`config.mk`:
```
export PLATFORM = sky130hd
export DESIGN_NAME = trap_ctrl
export DESIGN_NICKNAME = d
export VERILOG_FILES = /design/src/rtl/trap_ctrl_pkg.sv /design/src/rtl/trap_cause_enc.sv /design/src/rtl/trap_ctrl.sv
export SDC_FILE = /design/constraint.sdc
export NUM_CORES = 1
export LEC_CHECK = 0
export CAP_MARGIN = 30
export CELL_PAD_IN_SITES_DETAIL_PLACEMENT = 1
export CELL_PAD_IN_SITES_GLOBAL_PLACEMENT = 1
export CORE_MARGIN = 4
export CORE_UTILIZATION = 26
export DETAILED_ROUTE_END_ITERATION = 16
export PLACE_DENSITY = 0.83
export REMOVE_ABC_BUFFERS = 1
export SETUP_SLACK_MARGIN = 0.3
export SLEW_MARGIN = 30
export SYNTH_ARGS = -nofsm -noshare
export SYNTH_HDL_FRONTEND = slang
export SYNTH_SLANG_ARGS = --single-unit
export TNS_END_PERCENT = 10
```
`constraint.sdc`:
```
create_clock -name clk -period 1.35 [get_ports clk]
set_input_delay 0.2025 -clock clk [delete_from_list [all_inputs] [get_ports clk]]
set_output_delay 0.2025 -clock clk [all_outputs]
set_load 0.1 [all_outputs]
```
`src/rtl/trap_ctrl_pkg.sv`:
```
// Shared types and constants for the trap controller: FSM state and
// event-kind encodings, mcause exception codes and the mcause interrupt
// bit position.
package trap_ctrl_pkg;

  localparam int TRAP_ST_WIDTH = 2;

  // mcause exception codes for synchronous exceptions
  localparam int CAUSE_ILLEGAL = 2;
  localparam int CAUSE_ECALL_M = 11;

  typedef enum logic [TRAP_ST_WIDTH-1:0] {
    TRAP_IDLE  = 2'd0,
    TRAP_TRAP  = 2'd1,
    TRAP_MRET  = 2'd2,
    TRAP_REDIR = 2'd3
  } trap_state_e;

  typedef enum logic [1:0] {
    KIND_EXC  = 2'd0,
    KIND_IRQ  = 2'd1,
    KIND_MRET = 2'd2
  } trap_kind_e;

  // The interrupt flag of mcause is the MSB of the register
  function automatic int irq_bit_pos(input int xlen);
    return xlen - 1;
  endfunction

endpackage

```
`src/rtl/trap_cause_enc.sv`:
```
// Combinational event selector for the trap controller. Picks the winning
// commit-point event (illegal > ecall > enabled irq > mret) and produces
// its kind, mcause value and mtval value. Nothing qualifies without
// commit_valid, so a pending interrupt always lands on a real PC.
module trap_cause_enc
  import trap_ctrl_pkg::*;
#(
  parameter int XLEN     = 32,
  parameter int IRQ_CODE = 11
) (
  input  logic             commit_valid,
  input  logic [31:0]      commit_inst,
  input  logic             commit_illegal,
  input  logic             commit_ecall,
  input  logic             commit_mret,
  input  logic             irq_req,
  input  logic             csr_mie,
  output logic             evt_valid,
  output trap_kind_e       evt_kind,
  output logic [XLEN-1:0]  evt_cause,
  output logic [XLEN-1:0]  evt_tval
);

  localparam int              IRQ_BIT   = irq_bit_pos(XLEN);
  localparam logic [XLEN-1:0] IRQ_CAUSE = XLEN'(IRQ_CODE) | (XLEN'(1) << IRQ_BIT);

  // Priority selection of the commit-point event
  always_comb begin
    evt_valid = 1'b0;
    evt_kind  = KIND_EXC;
    evt_cause = '0;
    evt_tval  = '0;
    if (commit_valid && commit_illegal) begin
      evt_valid = 1'b1;
      evt_kind  = KIND_EXC;
      evt_cause = XLEN'(CAUSE_ILLEGAL);
      evt_tval  = XLEN'(commit_inst);
    end else if (commit_valid && commit_ecall) begin
      evt_valid = 1'b1;
      evt_kind  = KIND_EXC;
      evt_cause = XLEN'(CAUSE_ECALL_M);
    end else if (commit_valid && irq_req && csr_mie) begin
      evt_valid = 1'b1;
      evt_kind  = KIND_IRQ;
      evt_cause = IRQ_CAUSE;
    end else if (commit_valid && commit_mret) begin
      evt_valid = 1'b1;
      evt_kind  = KIND_MRET;
    end else begin
      evt_valid = 1'b0;
    end
  end

endmodule

```
`src/rtl/trap_ctrl.sv`:
```
// Trap responder for the pipelined RV32I core. Takes the commit-point
// event, then sequences flush, the machine-CSR trap/mret write strobe and
// the PC redirect (event at N, CSR strobe at N+1, redirect at N+2).
// All outputs come straight from flops.
// Optional build macro: TRAP_VECTORED_MTVEC_EN -- when defined, interrupts
// with mtvec mode 2'b01 redirect to base + (IRQ_CODE << 2).
module trap_ctrl
  import trap_ctrl_pkg::*;
#(
  parameter int XLEN     = 32,
  parameter int IRQ_CODE = 11
) (
  input  logic             clk,
  input  logic             rst_n,
  input  logic             commit_valid,
  input  logic [XLEN-1:0]  commit_pc,
  input  logic [31:0]      commit_inst,
  input  logic             commit_illegal,
  input  logic             commit_ecall,
  input  logic             commit_mret,
  input  logic             irq_req,
  input  logic             csr_mie,
  input  logic [XLEN-1:0]  csr_mtvec,
  input  logic [XLEN-1:0]  csr_mepc,
  output logic             flush,
  output logic             stall,
  output logic             trap_we,
  output logic [XLEN-1:0]  mepc_wdata,
  output logic [XLEN-1:0]  mcause_wdata,
  output logic [XLEN-1:0]  mtval_wdata,
  output logic             mret_we,
  output logic             redirect_en,
  output logic [XLEN-1:0]  redirect_pc,
  output logic             irq_ack
);

  trap_state_e      state_q, state_d;
  trap_kind_e       kind_q, kind_d;
  logic             flush_q, flush_d;
  logic             stall_q, stall_d;
  logic             trap_we_q, trap_we_d;
  logic             mret_we_q, mret_we_d;
  logic             redirect_en_q, redirect_en_d;
  logic             irq_ack_q, irq_ack_d;
  logic [XLEN-1:0]  mepc_q, mepc_d;
  logic [XLEN-1:0]  mcause_q, mcause_d;
  logic [XLEN-1:0]  mtval_q, mtval_d;
  logic [XLEN-1:0]  redirect_pc_q, redirect_pc_d;

  logic             evt_valid_s;
  trap_kind_e       evt_kind_s;
  logic [XLEN-1:0]  evt_cause_s;
  logic [XLEN-1:0]  evt_tval_s;
  logic [XLEN-1:0]  target_s;
  logic             unused_lsb_s;

  // Address LSBs are cleared on every redirect target
  assign unused_lsb_s = ^{csr_mepc[1:0], csr_mtvec[1:0]};

  trap_cause_enc #(
    .XLEN     (XLEN),
    .IRQ_CODE (IRQ_CODE)
  ) u_cause_enc (
    .commit_valid   (commit_valid),
    .commit_inst    (commit_inst),
    .commit_illegal (commit_illegal),
    .commit_ecall   (commit_ecall),
    .commit_mret    (commit_mret),
    .irq_req        (irq_req),
    .csr_mie        (csr_mie),
    .evt_valid      (evt_valid_s),
    .evt_kind       (evt_kind_s),
    .evt_cause      (evt_cause_s),
    .evt_tval       (evt_tval_s)
  );

  // Redirect target: mepc for mret, otherwise the (optionally vectored) mtvec base
  always_comb begin
    target_s = {csr_mtvec[XLEN-1:2], 2'b00};
    if (kind_q == KIND_MRET) begin
      target_s = {csr_mepc[XLEN-1:2], 2'b00};
    end else begin
`ifdef TRAP_VECTORED_MTVEC_EN
      if ((csr_mtvec[1:0] == 2'b01) && (kind_q == KIND_IRQ)) begin
        target_s = {csr_mtvec[XLEN-1:2], 2'b00} + (XLEN'(IRQ_CODE) << 2);
      end else begin
        target_s = {csr_mtvec[XLEN-1:2], 2'b00};
      end
`else
      target_s = {csr_mtvec[XLEN-1:2], 2'b00};
`endif
    end
  end

  // Next state and next-cycle output values; inputs only matter in IDLE
  always_comb begin
    state_d       = state_q;
    kind_d        = kind_q;
    flush_d       = 1'b0;
    stall_d       = 1'b0;
    trap_we_d     = 1'b0;
    mret_we_d     = 1'b0;
    redirect_en_d = 1'b0;
    irq_ack_d     = 1'b0;
    mepc_d        = '0;
    mcause_d      = '0;
    mtval_d       = '0;
    redirect_pc_d = '0;
    case (state_q)
      TRAP_IDLE: begin
        if (evt_valid_s) begin
          kind_d  = evt_kind_s;
          flush_d = 1'b1;
          stall_d = 1'b1;
          if (evt_kind_s == KIND_MRET) begin
            state_d   = TRAP_MRET;
            mret_we_d = 1'b1;
          end else begin
            state_d   = TRAP_TRAP;
            trap_we_d = 1'b1;
            mepc_d    = commit_pc;
            mcause_d  = evt_cause_s;
            mtval_d   = evt_tval_s;
            irq_ack_d = (evt_kind_s == KIND_IRQ);
          end
        end else begin
          state_d = TRAP_IDLE;
        end
      end
      TRAP_TRAP, TRAP_MRET: begin
        state_d       = TRAP_REDIR;
        flush_d       = 1'b1;
        redirect_en_d = 1'b1;
        redirect_pc_d = target_s;
      end
      TRAP_REDIR: begin
        state_d = TRAP_IDLE;
      end
      default: begin
        state_d = TRAP_IDLE;
      end
    endcase
  end

  // State, latched kind and output registers
  always_ff @(posedge clk or negedge rst_n) begin
    if (!rst_n) begin
      state_q       <= TRAP_IDLE;
      kind_q        <= KIND_EXC;
      flush_q       <= 1'b0;
      stall_q       <= 1'b0;
      trap_we_q     <= 1'b0;
      mret_we_q     <= 1'b0;
      redirect_en_q <= 1'b0;
      irq_ack_q     <= 1'b0;
      mepc_q        <= '0;
      mcause_q      <= '0;
      mtval_q       <= '0;
      redirect_pc_q <= '0;
    end else begin
      state_q       <= state_d;
      kind_q        <= kind_d;
      flush_q       <= flush_d;
      stall_q       <= stall_d;
      trap_we_q     <= trap_we_d;
      mret_we_q     <= mret_we_d;
      redirect_en_q <= redirect_en_d;
      irq_ack_q     <= irq_ack_d;
      mepc_q        <= mepc_d;
      mcause_q      <= mcause_d;
      mtval_q       <= mtval_d;
      redirect_pc_q <= redirect_pc_d;
    end
  end

  assign flush        = flush_q;
  assign stall        = stall_q;
  assign trap_we      = trap_we_q;
  assign mret_we      = mret_we_q;
  assign redirect_en  = redirect_en_q;
  assign irq_ack      = irq_ack_q;
  assign mepc_wdata   = mepc_q;
  assign mcause_wdata = mcause_q;
  assign mtval_wdata  = mtval_q;
  assign redirect_pc  = redirect_pc_q;

endmodule

```
# Yosys cells after proc, flatten, opt, wreduce, memory -nomap -nowiden
# Cells that the tools add are included.
# op_classes
n_eq_ne	6
n_mux	39
n_reduce_logical	8
# op_table
cell	n
$mux 32	15
$mux 1	16
$mux 2	6
$eq 2x2->1 const B	4
$pmux 2 s3	1
$logic_and 1x1->1	5
$eq 2x1->1 const B	2
$logic_not 2->1	1
$pmux 1 s2	1
$reduce_and 2->1	1
$reduce_or 2->1	1
# word_totals
register_bits	138
inputBits	136
out_inout_bits	134
wordCells	65

# Logic depth before layout (Yosys ltp)
# Gate-level depths: netlist of the first run.
# logic_depth
word_depth	9
ltp_mapped	6
depth_no_buf	5

# Modules after synthesis
# Synthesis of the first run repeated with hierarchy kept, for this count alone.
# hier_totals
cells_unflattened	455
hier_area_um2	5596.6
# by_module_without_submodules
mod	n_inst	cells_per_inst	area_per_inst_um2	seq_area_each_um2
trap_ctrl	1	377	5068.6	3403.3
trap_cause_enc	1	78	528.0	0.0

# Least setup slack after synthesis of the first run
# Ideal clock, no wire load.
# synth_timing
path_type	register to output
startpoint	register mcause_q[3] (netlist: mcause_wdata[3])
endpoint	output mcause_wdata[3]
t_arrival_ns	1.324
required_time_ns	1.148
slack_ns	-0.176
path_stages_with_launch	2
cell_sequence	dfrtp_1 > buf_4
# synth_lines
element	line	text
from (decl)	trap_ctrl.sv:46	logic [XLEN-1:0] mcause_q, mcause_d;
from (signal assigned)	trap_ctrl.sv:170	mcause_q <= mcause_d;
to (decl)	trap_ctrl.sv:29	output logic [XLEN-1:0] mcause_wdata,
# No word-level cell between the ends.

# Worst setup path in the final report of the first run
# layout_timing
startpoint	register state_q[0]
endpoint	register kind_q[0]
# layout_between
elab_chain_cells	2
# layout_rtl
element	line	text
from (decl)	trap_ctrl.sv:37	trap_state_e state_q, state_d;
from (signal assigned)	trap_ctrl.sv:161	state_q <= state_d;
$logic_not 2->1	trap_ctrl.sv:109	case (state_q)
$reduce_and 2->1 (no source line)	-	
to (signal assigned)	trap_ctrl.sv:162	kind_q <= kind_d;
to (decl)	trap_ctrl.sv:38	trap_kind_e kind_q, kind_d;
# Every way passes these cells.
# A chain may end at the register's enable or synchronous reset.

==> flow_summary.json, run 1 <==
{
  "status": "complete, but fails checks",
  "violations": "negative setup slack",
  "effective_utilization_at_floorplan_pct": 26.9,
  "synth.yosys.warnings": 0,
  "wirelength_microns": 15800,
  "drt-initial-drc-count": 83,
  "synth_top_area_share_pct": 64.8,
  "placementRows": 45,
  "synth_seq_cells": 107,
  "detail_route.first_pass.iterations": 4,
  "maximum_number_of_pins_on_one_net_before_global_route_repair": 62,
  "synth_mux_area_share_pct": 0,
  "synth_top_cells_by_area": "dfrtp_1 (65%), and2_4 (5.9%), nand2_1 (5.7%), buf_4 (5.6%), a21boi_0 (5.4%)",
  "crit_path_max_fanout": 6,
  "yosys.area_share.adder_pct": 0.908,
  "grt_antenna_before_repair": 0,
  "die_h_microns": 134,
  "grt_overflow_total": 0,
  "final-setup-viol-count": 96,
  "count_of_maximum_capacitance_violations": 0,
  "max_freq_mhz": 690,
  "core-area_sq_um": 15400,
  "power.density_cell_area_nw_per_um2": 2130,
  "pwr-share-clk_pct": 14.0,
  "share_of_the_clock_period_used_by_the_worst_path_after_layout_pct": 107,
  "synth_top_cell_by_area": "dfrtp_1",
  "horiz_die_dim_microns": 134,
  "synth_cell_type_count": 27,
  "final_hold_viol_count": 0,
  "critPathArrivalTime_ns": 1.73,
  "critPathMostFrequentCell": "buf_6",
  "switching_power_mw": 8.68,
  "tritoncts": "built",
  "timing.rr.end": "kind_q[0]",
  "synth-xor-area-share_pct": 0,
  "synthToLayoutAreaGrowth_pct": 108,
  "cts_inserted_buffers": 9,
  "synth_sequential_area_ratio_pct": 64.8,
  "worst_setup_path_end_kind": "flip-flop",
  "detail-route-antenna-nets": 0,
  "number_of_cells_in_the_finished_layout_apart_from_fillers": 819,
  "clockBufferDepth": 2,
  "post_drt_via_cell_ratio": 4.13,
  "floorplan.io_pins": 270,
  "final_layout_size_suffix_gt1_share_pct": 43.9,
  "worstHoldPathType": "in -> async",
  "drt-wirelength-per-cell_microns": 19.3,
  "grt_first_pass_wirelength_microns": 23400,
  "post_synth_inst_count": 339,
  "place.detailed.instances": 784,
  "port_buffers": 235,
  "dpl_cell_area_sq_um": 7770,
  "grt_pass1_vias": 3880,
  "gp_routability_congestion": 0.772,
  "startpoint_type": "flip-flop",
  "grt_usage_pct": 17.3,
  "antenna_fix_cells": 0,
  "layout.cell_area.non_filler_sq_um": 8610,
  "path_class": "reg -> reg",
  "drv_slew": 0,
  "power_switching_share_pct": 47.4,
  "drt_drc_violations_left": 0,
  "critPathSlowestCell": "dfrtp_1",
  "reg2reg_from": "state_q[0]",
  "cts.sink_count": 107,
  "slowest_delay_ns": 0.40,
  "cts_root_buffer": "clkbuf_16",
  "internal_power_mw": 9.64,
  "hpwl_microns": 11600,
  "clk_transition_reported_paths_ns": 0.07,
  "rsz0062_at_grt": "yes",
  "synth_top_family_by_area": "simple AND/OR/NAND/NOR gates",
  "vdd.ir_drop.worst_uv": 1000,
  "crit_path_cell_trace": "inv_2, buf_6, ha_4, nand2_4, buf_6, nor4_4, nand2b_4",
  "synth_compound_gate_area_share_pct": 6.93,
  "synth_simple_gate_area_share_pct": 19.2,
  "clock_skew_ns": 0.00697,
  "vias": 3382,
  "critical-path-top-delay-family": "simple AND/OR/NAND/NOR gates",
  "setup_ws_ns": -0.0991,
  "clock_latency_ns": 0.34,
  "leakagePower_nw": 3.90,
  "worst_r2r_path_depth": 7,
  "final_cell_mix": "clkdlybuf4s50_1 (130), buf_12 (112), dfrtp_1 (107)",
  "syn-cell-area_sq_um": 4130,
  "crit_buf_inv": 3,
  "ctsHtreeMaxLevel": 3,
  "postSynthAreaPerCell_sq_um": 12.2,
  "fp.dieArea_sq_um": 18000,
  "worst-r2r-setup-slack_ns": -0.1,
  "layout.nets": 742,
  "final_period_minus_worst_setup_slack_ns": 1.45,
  "required_ns": 1.63,
  "mostFrequentLayoutCell": "clkdlybuf4s50_1",
  "power.share.sequential_pct": 24.1,
  "power.share.combinational_pct": 61.8
}
==> routing by layer <==
layer,share of wire (%),global-route usage [%]
met2,59,34.1
met1,34,17.5
met3,4.9,3.41
met5,0,0
met4,2.9,7.64
==> worst register-to-register path, stage by stage, from the launching register on <==
cell,delay (ns)
dfrtp_1,0.40
inv_2,0.08
buf_6,0.10
ha_4,0.15
nand2_4,0.07
buf_6,0.14
nor4_4,0.29
nand2b_4,0.17
==> per-stage QoR <==
step / hold slack [ns] / power, mW / TNS (ns) / worst slack [ns] / utilization, %
finish: 0.392 / 18.3 / -3.49 / -0.0991 / 56.0
global route: 0.396 / 19.0 / -10.45 / -0.214 / 56.0
CTS: 0.392 / 18.3 / -0.0458 / -0.0207 / 55.2
detailed placement: 0.216 / 14.5 / -22.24 / -0.476 / 50.6
global placement: 0.209 / 14.3 / -17.62 / -0.384 / 50.6
floorplan: -0.0931 / 10.2 / -14.45 / -0.354 / -
==> final cells by class <==
class / count / area, sq um
multi-input combinational: 213 / 1540
fill: 1531 / 6770
inverter: 3 / 11.3
clock buffer: 10 / 229
sequential: 107 / 2680
timing repair buffer: 269 / 3830
clock inverter: 6 / 55.1
tap: 211 / 264
==> state kept, by name, summed over array words and instances, names as in the netlist <==
| register | cells |
|---|---|
| mepc_wdata | 32 |
| mtval_wdata | 32 |
| redirect_pc | 30 |
| mcause_wdata | 3 |
| kind_q | 2 |
| state_q | 2 |
| flush | 1 |
| irq_ack | 1 |
| mret_we | 1 |
| redirect_en | 1 |
| stall | 1 |
| trap_we | 1 |
==> power by group through the flow <==
stage	Combinational [mW]	Clock (mW)	Sequential [mW]
4_1_cts	11.2	2.66	4.44
2_1_floorplan	1.71	0	8.44
6_report	11.3	2.57	4.42
5_1_grt	11.7	2.80	4.49
3_5_place_dp	10.0	0	4.49
3_3_place_gp	9.82	0	4.44
==> cells in the mapped netlist (all sizes together) <==
master and instances:
a31oi 1, inv 3, nor2b 1, a21oi 2, dfrtp 107, conb 1
buf 40, a21boi 30, nand2 64, o21ai 3, nor4 2, nor2 4
nand2b 3, and3 1, and2 64, nor3 2, a211oi 1, ha 3
clkbuf 6, o21ba 1
==> repair_timing <==
action,CTS,global route
gates resized for setup,122,3
cloned,2,3
pin swaps,53,6
setup endpoints to repair,211,211
endpoints found under the hold margin,107,0
buffers inserted,8,5
hold buffers,1,0
==> kinds of logic (layout without fill, tap and decap cells) <==
logic type / after synthesis / in the layout
AND/OR/NAND/NOR: 141 / 142
flip-flops: 107 / 107
buffers and inverters: 49 / 288
AO/OA/AOI/OAI: 38 / 38
adder cells (fa/ha/maj): 3 / 3
other: 1 / 30
==> worst max-delay path by stage <==
stage	depth (start not counted)	slack, ns	from	end
after global routing	7	-0.21	state_q[0]	kind_q[0]
final	7	-0.1	state_q[0]	kind_q[0]
after CTS	7	-0.02	state_q[0]	kind_q[0]
after detailed placement	4	-0.48	commit_ecall	mepc_wdata[2]
after global placement	4	-0.38	commit_ecall	mepc_wdata[31]
after floorplan	3	-0.35	kind_q[0]	redirect_pc[10]
No activity file was read; power rests on OpenSTA's default activity.
==> run 2: changes to the inputs <==
- ABC_AREA: default -> 1
- CORE_UTILIZATION: 26 -> 25
- PLACE_DENSITY: 0.83 -> 0.77
==> run 2 against run 1 <==
- the run now ends clean
- design area is 3.3% lower
- count of clock-buffer cells in the layout is 1 lower
- setup slack better by 0.13 ns
- fmax is 10% higher
- clock skew is 0.0020 ns higher
- clock power is 6% higher
- synthesized cell count is 22% higher
- largest cell class unchanged
==> flow_summary.json, run 2 <==
{
  "status": "finished, final reports clean",
  "count_of_maximum_capacitance_violations": 0,
  "setup_total_negative_slack_ns": 0,
  "die_h_microns": 135,
  "synth_cell_type_count": 16,
  "synth_edf_count": 0,
  "critPathArrivalTime_ns": 1.57,
  "post_drt_via_cell_ratio": 4.08,
  "share_of_the_clock_period_used_by_the_worst_path_after_layout_pct": 97.5,
  "post_synth_inst_count": 412,
  "drt-initial-drc-count": 135,
  "clock_latency_ns": 0.35,
  "grt_usage_pct": 15.7,
  "wirelength_microns": 15200,
  "setup_ws_ns": 0.0331,
  "placementRows": 46,
  "tritoncts": "built",
  "drv_slew": 0,
  "vdd.ir_drop.worst_uv": 1140,
  "rsz0062_at_grt": "yes",
  "postSynthAreaPerCell_sq_um": 9.85,
  "synth_sequential_area_ratio_pct": 65.9,
  "power.density_cell_area_nw_per_um2": 2340,
  "yosys-top-cells-count": "nor2_1 (126), dfrtp_1 (107), inv_1 (76), buf_4 (31), o21ai_0 (31)",
  "detail_route.first_pass.iterations": 4,
  "grt_first_pass_wirelength_microns": 22100,
  "yosysMostFrequentCell": "nor2_1",
  "clk_transition_reported_paths_ns": 0.08,
  "horiz_die_dim_microns": 135,
  "crit_path_max_fanout": 16,
  "required_ns": 1.61,
  "final_hold_viol_count": 0,
  "cts_inserted_buffers": 9,
  "worstHoldPathType": "in -> reg",
  "synth_seq_cells": 107,
  "core-area_sq_um": 15900,
  "asyncSetResetFlopFracSynth_pct": 100,
  "clock_skew_ns": 0.00901,
  "critical_path.startpoint": "state_q[1]",
  "port_buffers": 235,
  "synth_ff_type": "dfrtp_1",
  "layout.core_utilization_pct": 52.4,
  "layout.nets": 803,
  "cts_root_buffer": "clkbuf_16",
  "vias": 3611,
  "hold_start": "commit_valid",
  "grt_overflow_total": 0,
  "ctsHtreeMaxLevel": 3,
  "final_cell_mix": "clkdlybuf4s50_1 (129), nor2_1 (113), buf_12 (111)",
  "synth.yosys.warnings": 0,
  "max_freq_mhz": 759,
  "synth_top_cells_by_area": "dfrtp_1 (66%), nor2_1 (12%), inv_1 (7.0%), buf_4 (5.7%), o21ai_0 (3.8%)",
  "effective_utilization_at_floorplan_pct": 25.6,
  "leakagePower_nw": 4.09,
  "clockBufferDepth": 2,
  "detail-route-antenna-nets": 0,
  "reg2reg_from": "state_q[1]",
  "final_period_minus_worst_setup_slack_ns": 1.32,
  "worst_setup_path_end_kind": "flip-flop",
  "syn-cell-area_sq_um": 4060,
  "final-setup-viol-count": 0,
  "layout.cell_area.non_filler_sq_um": 8320,
  "grt_pass1_vias": 4088,
  "maximum_number_of_pins_on_one_net_before_global_route_repair": 60,
  "fp.dieArea_sq_um": 18300,
  "synth_top_area_share_pct": 65.9,
  "drt-wirelength-per-cell_microns": 17.2,
  "finalPower_mw": 19.5,
  "place_ws_ns": -0.600,
  "drt_drc_violations_left": 0,
  "dpl_cell_area_sq_um": 7660,
  "synthToLayoutAreaGrowth_pct": 105,
  "hpwl_microns": 11200,
  "mostFrequentLayoutCell": "clkdlybuf4s50_1",
  "path_class": "reg -> reg",
  "antenna_fix_cells": 0,
  "gp_routability_congestion": 0.741,
  "cts.sink_count": 107,
  "floorplan.io_pins": 270,
  "grt_antenna_before_repair": 0,
  "synth_top_cell_by_area": "dfrtp_1",
  "startpoint_type": "flip-flop",
  "final_layout_size_suffix_gt1_share_pct": 24.8
}
## run 2: changes by cell type after synthesis, sizes merged, moves of 2 or more
cell / delta
o21ai: +28
nand3: +4
buf: -3
nor2: +122
nand2b: -3
clkbuf: +3
and2: -64
nor4: -2
nor3: -2
a21oi: +2
a21boi: -30
inv: +73
nand2: -51
## run 2: cells by family after synthesis
group,Yosys count,synth area share (%)
fa+ha+maj,3,0.925
buf+inv,122,14.8
simple gates,144,13.9
other cells,1,0.0924
compound gates,35,4.31
flops,107,65.9
## run 2: stage by stage
step | hold slack (ns) | cells
after floorplan | -0.0931 | 395
after global placement | 0.216 | 855
after detailed placement | 0.228 | 855
after CTS | 0.351 | 876
after global routing | 0.342 | 885
final | 0.323 | 885
## run 2: critical path, cell delays in order, from the launching register on
cell and delay, ns:
dfrtp_1 0.40, inv_2 0.11, ha_4 0.17, nand3_4 0.13
clkbuf_16 0.22, nor2_1 0.19
## run 2: what timing repair did
item / 4_1_cts / 5_1_grt
pin swaps: 1 / 2
buffers inserted: 3 / 2
resized for setup: 10 / 28
hold buffers: 1 / 0
hold endpoints to repair: 107 / 0
setup endpoints to repair: 207 / 208
cloned: 1 / 7
## run 2: per-layer routing
| layer | share of wire [%] | GRT usage, % | up-vias |
|---|---|---|---|
| met5 | 0 | 0 | - |
| met4 | 2.3 | 6.66 | 0 |
| met3 | 10 | 5.76 | 20 |
| met2 | 51 | 27.4 | 199 |
| met1 | 36 | 17.3 | 1743 |
| li1 | - | - | 1649 |
## run 2: layout make-up
class	instances	area [sq um]
timing repair buffer	257	3760
clock inverter	7	81.3
multi-input combinational	213	1030
sequential	107	2680
clock buffer	9	225
tap	216	270
fill	1658	7560
inverter	76	285
## run 2: power by group
group	internal, mW	switching [mW]	leakage (nW)	total, mW
Combinational	4.28	7.86	2.52	12.1
Sequential	3.99	0.656	1.43	4.65
Clock	1.47	1.26	0.152	2.73
## run 2: worst paths after layout
kind	endpoint	slack, ns	cells past startpoint
worst max-delay path	mtval_wdata[25]	0.03	5
worst min-delay path	mcause_wdata[3]	0.32	3
worst max register to register	mtval_wdata[25]	0.03	5
worst min register to register	kind_q[0]	0.61	2
max in group asynchronous	redirect_pc[5]	0.61	3
min in group asynchronous	mtval_wdata[2]	0.44	3
